--- config.mk ---
export PLATFORM = sky130hd
export DESIGN_NAME = spi_slave_regs
export DESIGN_NICKNAME = d
export VERILOG_FILES = /design/src/rtl/spi_slave_regs.sv
export SDC_FILE = /design/constraint.sdc
export NUM_CORES = 1
export LEC_CHECK = 0
export BUFFER_PORTS_ARGS = -buffer_cell sky130_fd_sc_hd__buf_2
export CORE_MARGIN = 2
export CORE_UTILIZATION = 45
export CTS_CLUSTER_SIZE = 12
export DETAILED_ROUTE_END_ITERATION = 7
export GPL_TIMING_DRIVEN = 0
export PLACE_DENSITY = 0.64
export SLEW_MARGIN = 10
export SYNTH_ARGS = -nofsm -noshare
export SYNTH_HDL_FRONTEND = slang
export SYNTH_SLANG_ARGS = --single-unit
export TNS_END_PERCENT = 50
--- constraint.sdc ---
create_clock -name pclk_i -period 3.4 [get_ports pclk_i]
set_input_delay 0.17 -clock pclk_i [delete_from_list [all_inputs] [get_ports pclk_i]]
set_output_delay 0.17 -clock pclk_i [all_outputs]
set_load 0.01 [all_outputs]
--- src/rtl/spi_slave_regs.sv ---
// SPI mode-3 responder decoding {cmd, data} frames into a local register file.
// All logic runs on pclk_i; SPI pins are oversampled through 2-flop synchronizers.
module spi_slave_regs #(
    parameter int unsigned WIDTH = 8,
    parameter int unsigned DEPTH = 8,
    parameter int unsigned AW    = 3
) (
    input  logic             pclk_i,
    input  logic             prst_i,
    input  logic             sclk_i,
    input  logic             mosi_i,
    input  logic             ssel_n_i,
    output logic             miso_o,
    output logic             miso_oe_o,
    output logic             wr_stb_o,
    output logic [AW-1:0]    wr_addr_o,
    output logic [WIDTH-1:0] wr_data_o,
    output logic             frame_done_o,
    input  logic [AW-1:0]    loc_addr_i,
    output logic [WIDTH-1:0] loc_rdata_o
);

    typedef enum logic [1:0] {IDLE, CMD, DATA, DONE} state_t;

    state_t           state, state_nxt;
    logic             sclk_s1, sclk_s2, sclk_d;
    logic             mosi_s1, mosi_s2;
    logic             ssel_s1, ssel_s2;
    logic             rise, fall;
    logic [2:0]       cnt;
    logic [WIDTH-1:0] rx, tx, cmd;
    logic             miso_q;
    logic [WIDTH-1:0] regs [DEPTH];

    logic [WIDTH-1:0] rx_nxt;
    logic [WIDTH-1:0] tx_load;
    logic             cmd_end, data_end, commit;

    always_ff @(posedge pclk_i or posedge prst_i) begin
        if (prst_i) begin
            sclk_s1 <= 1'b1;
            sclk_s2 <= 1'b1;
            sclk_d  <= 1'b1;
            mosi_s1 <= 1'b1;
            mosi_s2 <= 1'b1;
            ssel_s1 <= 1'b1;
            ssel_s2 <= 1'b1;
        end else begin
            sclk_s1 <= sclk_i;
            sclk_s2 <= sclk_s1;
            sclk_d  <= sclk_s2;
            mosi_s1 <= mosi_i;
            mosi_s2 <= mosi_s1;
            ssel_s1 <= ssel_n_i;
            ssel_s2 <= ssel_s1;
        end
    end

    assign rise = sclk_s2 & ~sclk_d;
    assign fall = ~sclk_s2 & sclk_d;

    always_ff @(posedge pclk_i or posedge prst_i) begin
        if (prst_i) state <= IDLE;
        else        state <= state_nxt;
    end

    always_comb begin
        state_nxt = state;
        case (state)
            IDLE: if (!ssel_s2) state_nxt = CMD;
            CMD: begin
                if (ssel_s2)      state_nxt = IDLE;
                else if (cmd_end) state_nxt = DATA;
            end
            DATA: begin
                if (ssel_s2)       state_nxt = IDLE;
                else if (data_end) state_nxt = DONE;
            end
            DONE: if (ssel_s2) state_nxt = IDLE;
            default: state_nxt = IDLE;
        endcase
    end

    // An abort (ssel_n high) takes priority over a coincident sclk rise.
    always_comb begin
        rx_nxt   = {rx[WIDTH-2:0], mosi_s2};
        cmd_end  = (state == CMD)  && !ssel_s2 && rise && (cnt == 3'd7);
        data_end = (state == DATA) && !ssel_s2 && rise && (cnt == 3'd7);
        commit   = data_end && cmd[WIDTH-1] && (32'(cmd[WIDTH-2:0]) < DEPTH);
        tx_load  = '0;
        if (32'(rx_nxt[WIDTH-2:0]) < DEPTH)
            tx_load = regs[rx_nxt[AW-1:0]];
    end

    always_ff @(posedge pclk_i or posedge prst_i) begin
        if (prst_i) begin
            cnt          <= '0;
            rx           <= '0;
            tx           <= '0;
            cmd          <= '0;
            miso_q       <= 1'b0;
            wr_stb_o     <= 1'b0;
            wr_addr_o    <= '0;
            wr_data_o    <= '0;
            frame_done_o <= 1'b0;
            for (int unsigned i = 0; i < DEPTH; i++)
                regs[AW'(i)] <= '0;
        end else begin
            frame_done_o <= data_end;
            wr_stb_o     <= commit;
            if (commit) begin
                regs[cmd[AW-1:0]] <= rx_nxt;
                wr_addr_o         <= cmd[AW-1:0];
                wr_data_o         <= rx_nxt;
            end
            if (ssel_s2 || state == IDLE) begin
                cnt    <= '0;
                rx     <= '0;
                tx     <= '0;
                miso_q <= 1'b0;
            end else if (state == CMD || state == DATA) begin
                if (rise) begin
                    rx  <= rx_nxt;
                    cnt <= cnt + 3'd1;
                end
                if (cmd_end) begin
                    cmd <= rx_nxt;
                    tx  <= tx_load;
                end
                if (fall && state == DATA) begin
                    miso_q <= tx[WIDTH-1];
                    tx     <= {tx[WIDTH-2:0], 1'b0};
                end
            end
        end
    end

    assign miso_oe_o   = ~ssel_s2;
    assign miso_o      = miso_q & ~ssel_s2;
    assign loc_rdata_o = (32'(loc_addr_i) < DEPTH) ? regs[loc_addr_i] : '0;

endmodule
* After elaboration in Yosys (flattened, before gate mapping)
Index checks and enable logic that the tools add are counted.
Storage, ports and cells: flip-flop bits (word level) 113, output and inout port bits 23, logic and storage cells 103
Operators by class: add/sub/neg operators 1, order comparisons 6, equality and inequality tests 8, multiplexer cells 30, bitwise logic cells 10, reductions and logical operators 23
Operators by type and width (number):
- two-way mux 8 bit | 10
- bitwise mux 64 bit | 1
- binary-select mux 8 bit (select 3 bit) | 2
- demux 8 bit (select 3 bit) | 1
- two-way mux 7 bit | 3
- less-than comparator 7 x 4 -> 1 bit, second input constant | 2
- greater-or-equal comparator 4 bit, second input constant | 3
- two-way mux 2 bit | 6
- inverter 3 -> 4 bit | 3
- logical AND 1 bit | 10
- two-way mux 3 bit | 3
- case mux 2 bit (4 select lines) | 1
- inequality test 3 bit, second input constant | 2
- AND reduction 2 bit | 3
- nonzero test 2 bit | 3
- equality test 2 bit, second input constant | 2
- less-than comparator 4 x 1 -> 1 bit, second input constant | 1
- inequality test 2 bit, second input constant | 2
- inverter 1 bit | 4
- AND reduction 4 bit | 1
- adder 3 x 1 -> 3 bit, second input constant | 1
- bitwise AND 1 bit | 3
- equality test 3 bit, second input constant | 1
- two-way mux 1 bit | 3
- 6 further kinds | 7

* Longest topological paths before layout
depth in word-level cells 9, mapped depth 8

* Least setup slack after synthesis
OpenSTA, ideal clock, no wires.
path kind register to register, start point register state[0], end point register regs[48] (netlist bit), setup time 0.125 ns, data arrival time 1.983 ns, setup slack 1.292 ns, cell stages (with the launch flop) 7, path buffers 0, period minus slack after synthesis 2.108 ns, cells stage by stage dfrtp_1 > inv_1 > ha_1 > nor2b_1 > nand4_4 > nor4b_4 > mux2_2
On the way: cells in the longest elaborated chain, start to end 6
RTL lines:
- from (decl) | RTL line 25 | state_t state, state_nxt;
- from (signal assigned) | RTL line 64 | else state <= state_nxt;
- equality test 2 bit | RTL line 88 | data_end = (state == DATA) && !ssel_s2 && rise && (cnt == 3'd7);
- logical AND 1 bit (3 in series) | RTL line 88
- logical AND 1 bit (2 in series) | RTL line 89 | commit = data_end && cmd[WIDTH-1] && (32'(cmd[WIDTH-2:0]) < DEPTH);
- to (signal, indexed assignment) | RTL line 112 | regs[cmd[AW-1:0]] <= rx_nxt;
- to (decl) | RTL line 33 | logic [WIDTH-1:0] regs [DEPTH];
Every way passes these cells. A chain may end at the register's enable or synchronous reset.

* Worst setup path after layout
start point register state[0], end point register regs[35] (netlist bit)
Same word-level chain as after synthesis.

==> results_tabular.tex <==
\begin{tabular}{lr}
\hline
Metric & Value \\
\hline
\multicolumn{2}{l}{\textbf{Placed design}} \\
\quad Total of buffers placed on input and output ports & 27 \\
\quad Post-DP HPWL & 7882 um \\
\quad Place WS & 0.6895 ns \\
\quad Routability congestion estimate & 0.8192 \\
\quad Placed cell count & 553 \\
\multicolumn{2}{l}{\textbf{Clock tree}} \\
\quad Worst-path clk slew & 0.05 ns \\
\quad Post-CTS Setup Repair Bufs & 0 \\
\quad CTS sink count & 113 \\
\quad Number of levels the H-tree was split into & 4 \\
\quad TritonCTS clock tree & done \\
\quad Number of buffers added by the clock tree synthesis step & 17 \\
\quad Root buffer cell & clkbuf\_16 \\
\quad CTS max path bufs & 2 \\
\quad Clock latency on the worst-skew pair & 0.41 ns \\
\multicolumn{2}{l}{\textbf{Route}} \\
\quad Total Routed Length & 11940 um \\
\quad Number of vias per cell & 5.664 \\
\quad Final antenna-violating net count & 0 \\
\quad First-pass detailed-route iteration total & 4 \\
\quad Post-detailed-route wirelength per cell & 20.28 um \\
\quad Total number of vias & 3336 \\
\quad DRC violations left & 0 \\
\quad Initial detailed-routing violation count & 161 \\
\multicolumn{2}{l}{\textbf{Floorplan}} \\
\quad Placement row count & 40 \\
\quad Core box area & 11910 um2 \\
\quad Starting density of the core & 45.81\% \\
\quad Floorplan die area & 13020 um2 \\
\quad Vertical die dimension & 114.1 um \\
\quad Die W & 114.1 um \\
\quad Number of top-level pins & 31 \\
\multicolumn{2}{l}{\textbf{Synthesis}} \\
\quad Synth top area share & 48.61\% \\
\quad Share of the synthesized area in compound gates (AO/OA/AOI/OAI) & 2.087\% \\
\quad Syn\_nets & 392 \\
\quad Main combinational cell family by area after synthesis & multiplexers \\
\quad Number of synthesized register bits & 113 \\
\quad Count of mapped cells out of synthesis & 378 \\
\quad Post-Synth XOR/XNOR Area & 0.1605\% \\
\quad Ranking of synthesized cells by area & dfrtp\_1, mux2\_2, mux4\_2 \\
\quad Fraction of the mapped netlist area in simple logic gates & 9.218\% \\
\quad Cell type with the highest aggregate area in the netlist & dfrtp\_1 \\
\quad Sequential-to-total area share from yosys stat & 51.98\% \\
\quad Post-synth cell types & 41 \\
\quad Multiplexer share of the synthesized area & 33.02\% \\
\quad Yosys warning count & 0 \\
\quad Average size of a mapped cell & 14.44 um2 \\
\quad Adder-cell area share of the yosys netlist & 1.376\% \\
\quad Mapped cell area & 5456 um2 \\
\multicolumn{2}{l}{\textbf{Cells and area}} \\
\quad Relative area change from synthesis to final layout & 16.72\% \\
\quad Share of post-route cells with drive strength above 1 & 42.99\% \\
\quad \# nets final & 443 \\
\quad Number of antenna cells inserted & 0 \\
\quad Highest-count cells in the layout ignoring fill and taps & dfrtp\_1, mux2\_2, nand2\_1 \\
\quad Most common cell after layout, fill and taps aside & dfrtp\_1 \\
\quad Fin util & 53.47\% \\
\quad Final Non-Filler Cells & 589 \\
\multicolumn{2}{l}{\textbf{Setup path}} \\
\quad Crit path capture type & flop \\
\quad CP max FO & 8 \\
\quad Nature of the critical path startpoint & flop \\
\quad Critical Path, Cell by Cell & inv\_1, ha\_1, nor2b\_1, nand4\_4, nor3\_2, mux2\_2 \\
\quad Required time at the worst-slack endpoint & 3.69 ns \\
\quad Max stage delay cell, worst path & nor3\_2 \\
\quad Arr. time, crit path & 3.02 ns \\
\quad Largest stage delay on the critical path & 0.85 ns \\
\quad Setup Crit Path Kind & reg2reg \\
\multicolumn{2}{l}{\textbf{STA}} \\
\quad Clock Skews & 0.009218 ns \\
\quad Number of hold violations in the final report & 0 \\
\quad Number of failing setup endpoints in the final timing report & 0 \\
\quad Fmax & 366.1 MHz \\
\quad Final critical-path required period & 2.731 ns \\
\quad Tcrit/Tclk final & 80.33\% \\
\quad Setup repair after global routing missed its margin & false \\
\quad Max-slew violation count & 0 \\
\quad Transition at the pin with the smallest max-transition slack & 0.9781 ns \\
\quad Setup slack after layout & 0.6687 ns \\
\quad Slew Limit Headroom & 34.44\% \\
\quad Worst hold slack & 0.2586 ns \\
\multicolumn{2}{l}{\textbf{Global route}} \\
\quad Number of global-route vias before repair & 3658 \\
\quad Grt ovf & 0 \\
\quad Antenna violations before repair & 0 \\
\quad Wire length of the first global-routing pass & 19690 um \\
\quad GRT Total Usage & 20.33\% \\
\quad Maximum number of pins on one net before global-route repair & 91 \\
\multicolumn{2}{l}{\textbf{Pwr}} \\
\quad Static leakage & 3.120 nW \\
\quad VDD IR max & 0.2994 mV \\
\quad Power dissipated by switching net loads & 712.8 uW \\
\quad Share of total power in sequential cells & 44.0\% \\
\quad Combinational cell fraction of total power & 6.1\% \\
\quad Sw Ratio & 22.86\% \\
\quad Internal Power & 2.405 mW \\
\quad Clk network pwr share & 49.9\% \\
\quad Power density cells & 489.6 nW/um2 \\
\multicolumn{2}{l}{\textbf{Job}} \\
\quad Max Cap Violations & 0 \\
\multicolumn{2}{l}{\textbf{Min path}} \\
\quad Kind of path behind the tightest hold check & in2async \\
\multicolumn{2}{l}{\textbf{Status}} \\
\quad Outcome & finished, final reports clean \\
\hline
\end{tabular}
-- metal layers --
layer	track usage (%)	up-vias	wire length, um
li1	-	1504	-
met1	27.27	1767	5506
met2	33.29	45	5854
met3	3.864	20	388
met4	7.480	0	195
met5	0	-	0
-- Yosys cell counts (all sizes together) --
master   instances
a21oi            1
a221o            7
and2             1
and3b            1
and4b            1
buf              8
clkbuf          17
clkinv           1
dfrtp          106
dfstp            7
ha               6
inv              4
mux2            80
mux2i           18
mux4            32
nand2           38
nand2b           1
nand3            2
nand3b           2
nand4            3
nand4b           3
nor2            22
nor2b            2
nor3             2
nor3b            1
nor4             3
nor4b            2
o211ai           1
o21ai            1
o21bai           1
o2bb2ai          1
o311a            1
or2              1
xor2             1
-- stage by stage --
stage / setup TNS, ns / total power [mW] / instance area [um2]
2_1_floorplan: 0 / 1.529 / 5456
3_3_place_gp: -103.42 / 1.570 / 5776
3_5_place_dp: 0 / 1.582 / 5808
4_1_cts: 0 / 3.140 / 6369
5_1_grt: 0 / 3.224 / 6369
6_report: 0 / 3.118 / 6369
-- state kept, by name, summed over array words and instances (netlist names) --
name / flops
regs: 64
cmd: 8
tx: 8
wr_data_o: 8
rx: 7
cnt: 3
wr_addr_o: 3
state: 2
frame_done_o: 1
miso_q: 1
mosi_s1: 1
mosi_s2: 1
sclk_d: 1
sclk_s1: 1
sclk_s2: 1
ssel_s1: 1
ssel_s2: 1
wr_stb_o: 1
-- power by group through the flow --
stage	Clock [mW]	Sequential, mW	Combinational [mW]
2_1_floorplan	0	1.39	0.138
3_3_place_gp	0	1.39	0.176
3_5_place_dp	0	1.39	0.188
4_1_cts	1.58	1.37	0.193
5_1_grt	1.64	1.37	0.216
6_report	1.56	1.37	0.189
-- critical path: cells and delay by family (launching register included) --
family / cells / cell delay [ns]
adders and majority gates: 1 / 0.25
buffers and inverters: 1 / 0.11
DFF: 1 / 0.40
muxes: 1 / 0.42
and+or+nand+nor: 3 / 1.42
-- area by class of cell --
cell class                 instances  area, um2
multi-input combinational        235       2502
timing repair buffer              32      202.7
tap                              147      183.9
sequential                       113       2836
inverter                           5      23.77
buffer                            25      98.84
clock inverter                     7      35.03
clock buffer                      25      485.5
fill                            1005       5543
-- path summary, 6_finish.rpt --
path                       slack, ns                       end                  from  cells past startpoint
setup / recovery                0.67      regs[35]$_DFFE_PP0P_  state[0]$_DFFE_PP0P_                      6
hold / removal                  0.26  wr_data_o[4]$_DFFE_PP0P_                prst_i                      3
setup reg to reg                0.67      regs[35]$_DFFE_PP0P_  state[0]$_DFFE_PP0P_                      6
hold reg to reg                 0.36         mosi_s2$_DFF_PP1_     mosi_s1$_DFF_PP1_                      0
max in group asynchronous       2.40         mosi_s1$_DFF_PP1_                prst_i                      4
min in group pclk_i             0.36         mosi_s2$_DFF_PP1_     mosi_s1$_DFF_PP1_                      0
-- repair_timing --
action / 4_1_cts / 5_1_grt
endpoints found under the hold margin: 26 / 0
resized for setup: 0 / 0
hold buffers: 4 / 0
-- cell families (layout without fill, tap and decap cells) --
logic type	Yosys count	in the layout
AND/OR/NAND/NOR	85	85
multiplexers	130	130
buffers and inverters	30	94
adder cells (fa/ha/maj)	6	6
flip-flops	113	113
AO/OA/AOI/OAI	13	13
XOR/XNOR	1	1
Note: power is estimated with default switching activity, not from simulation.
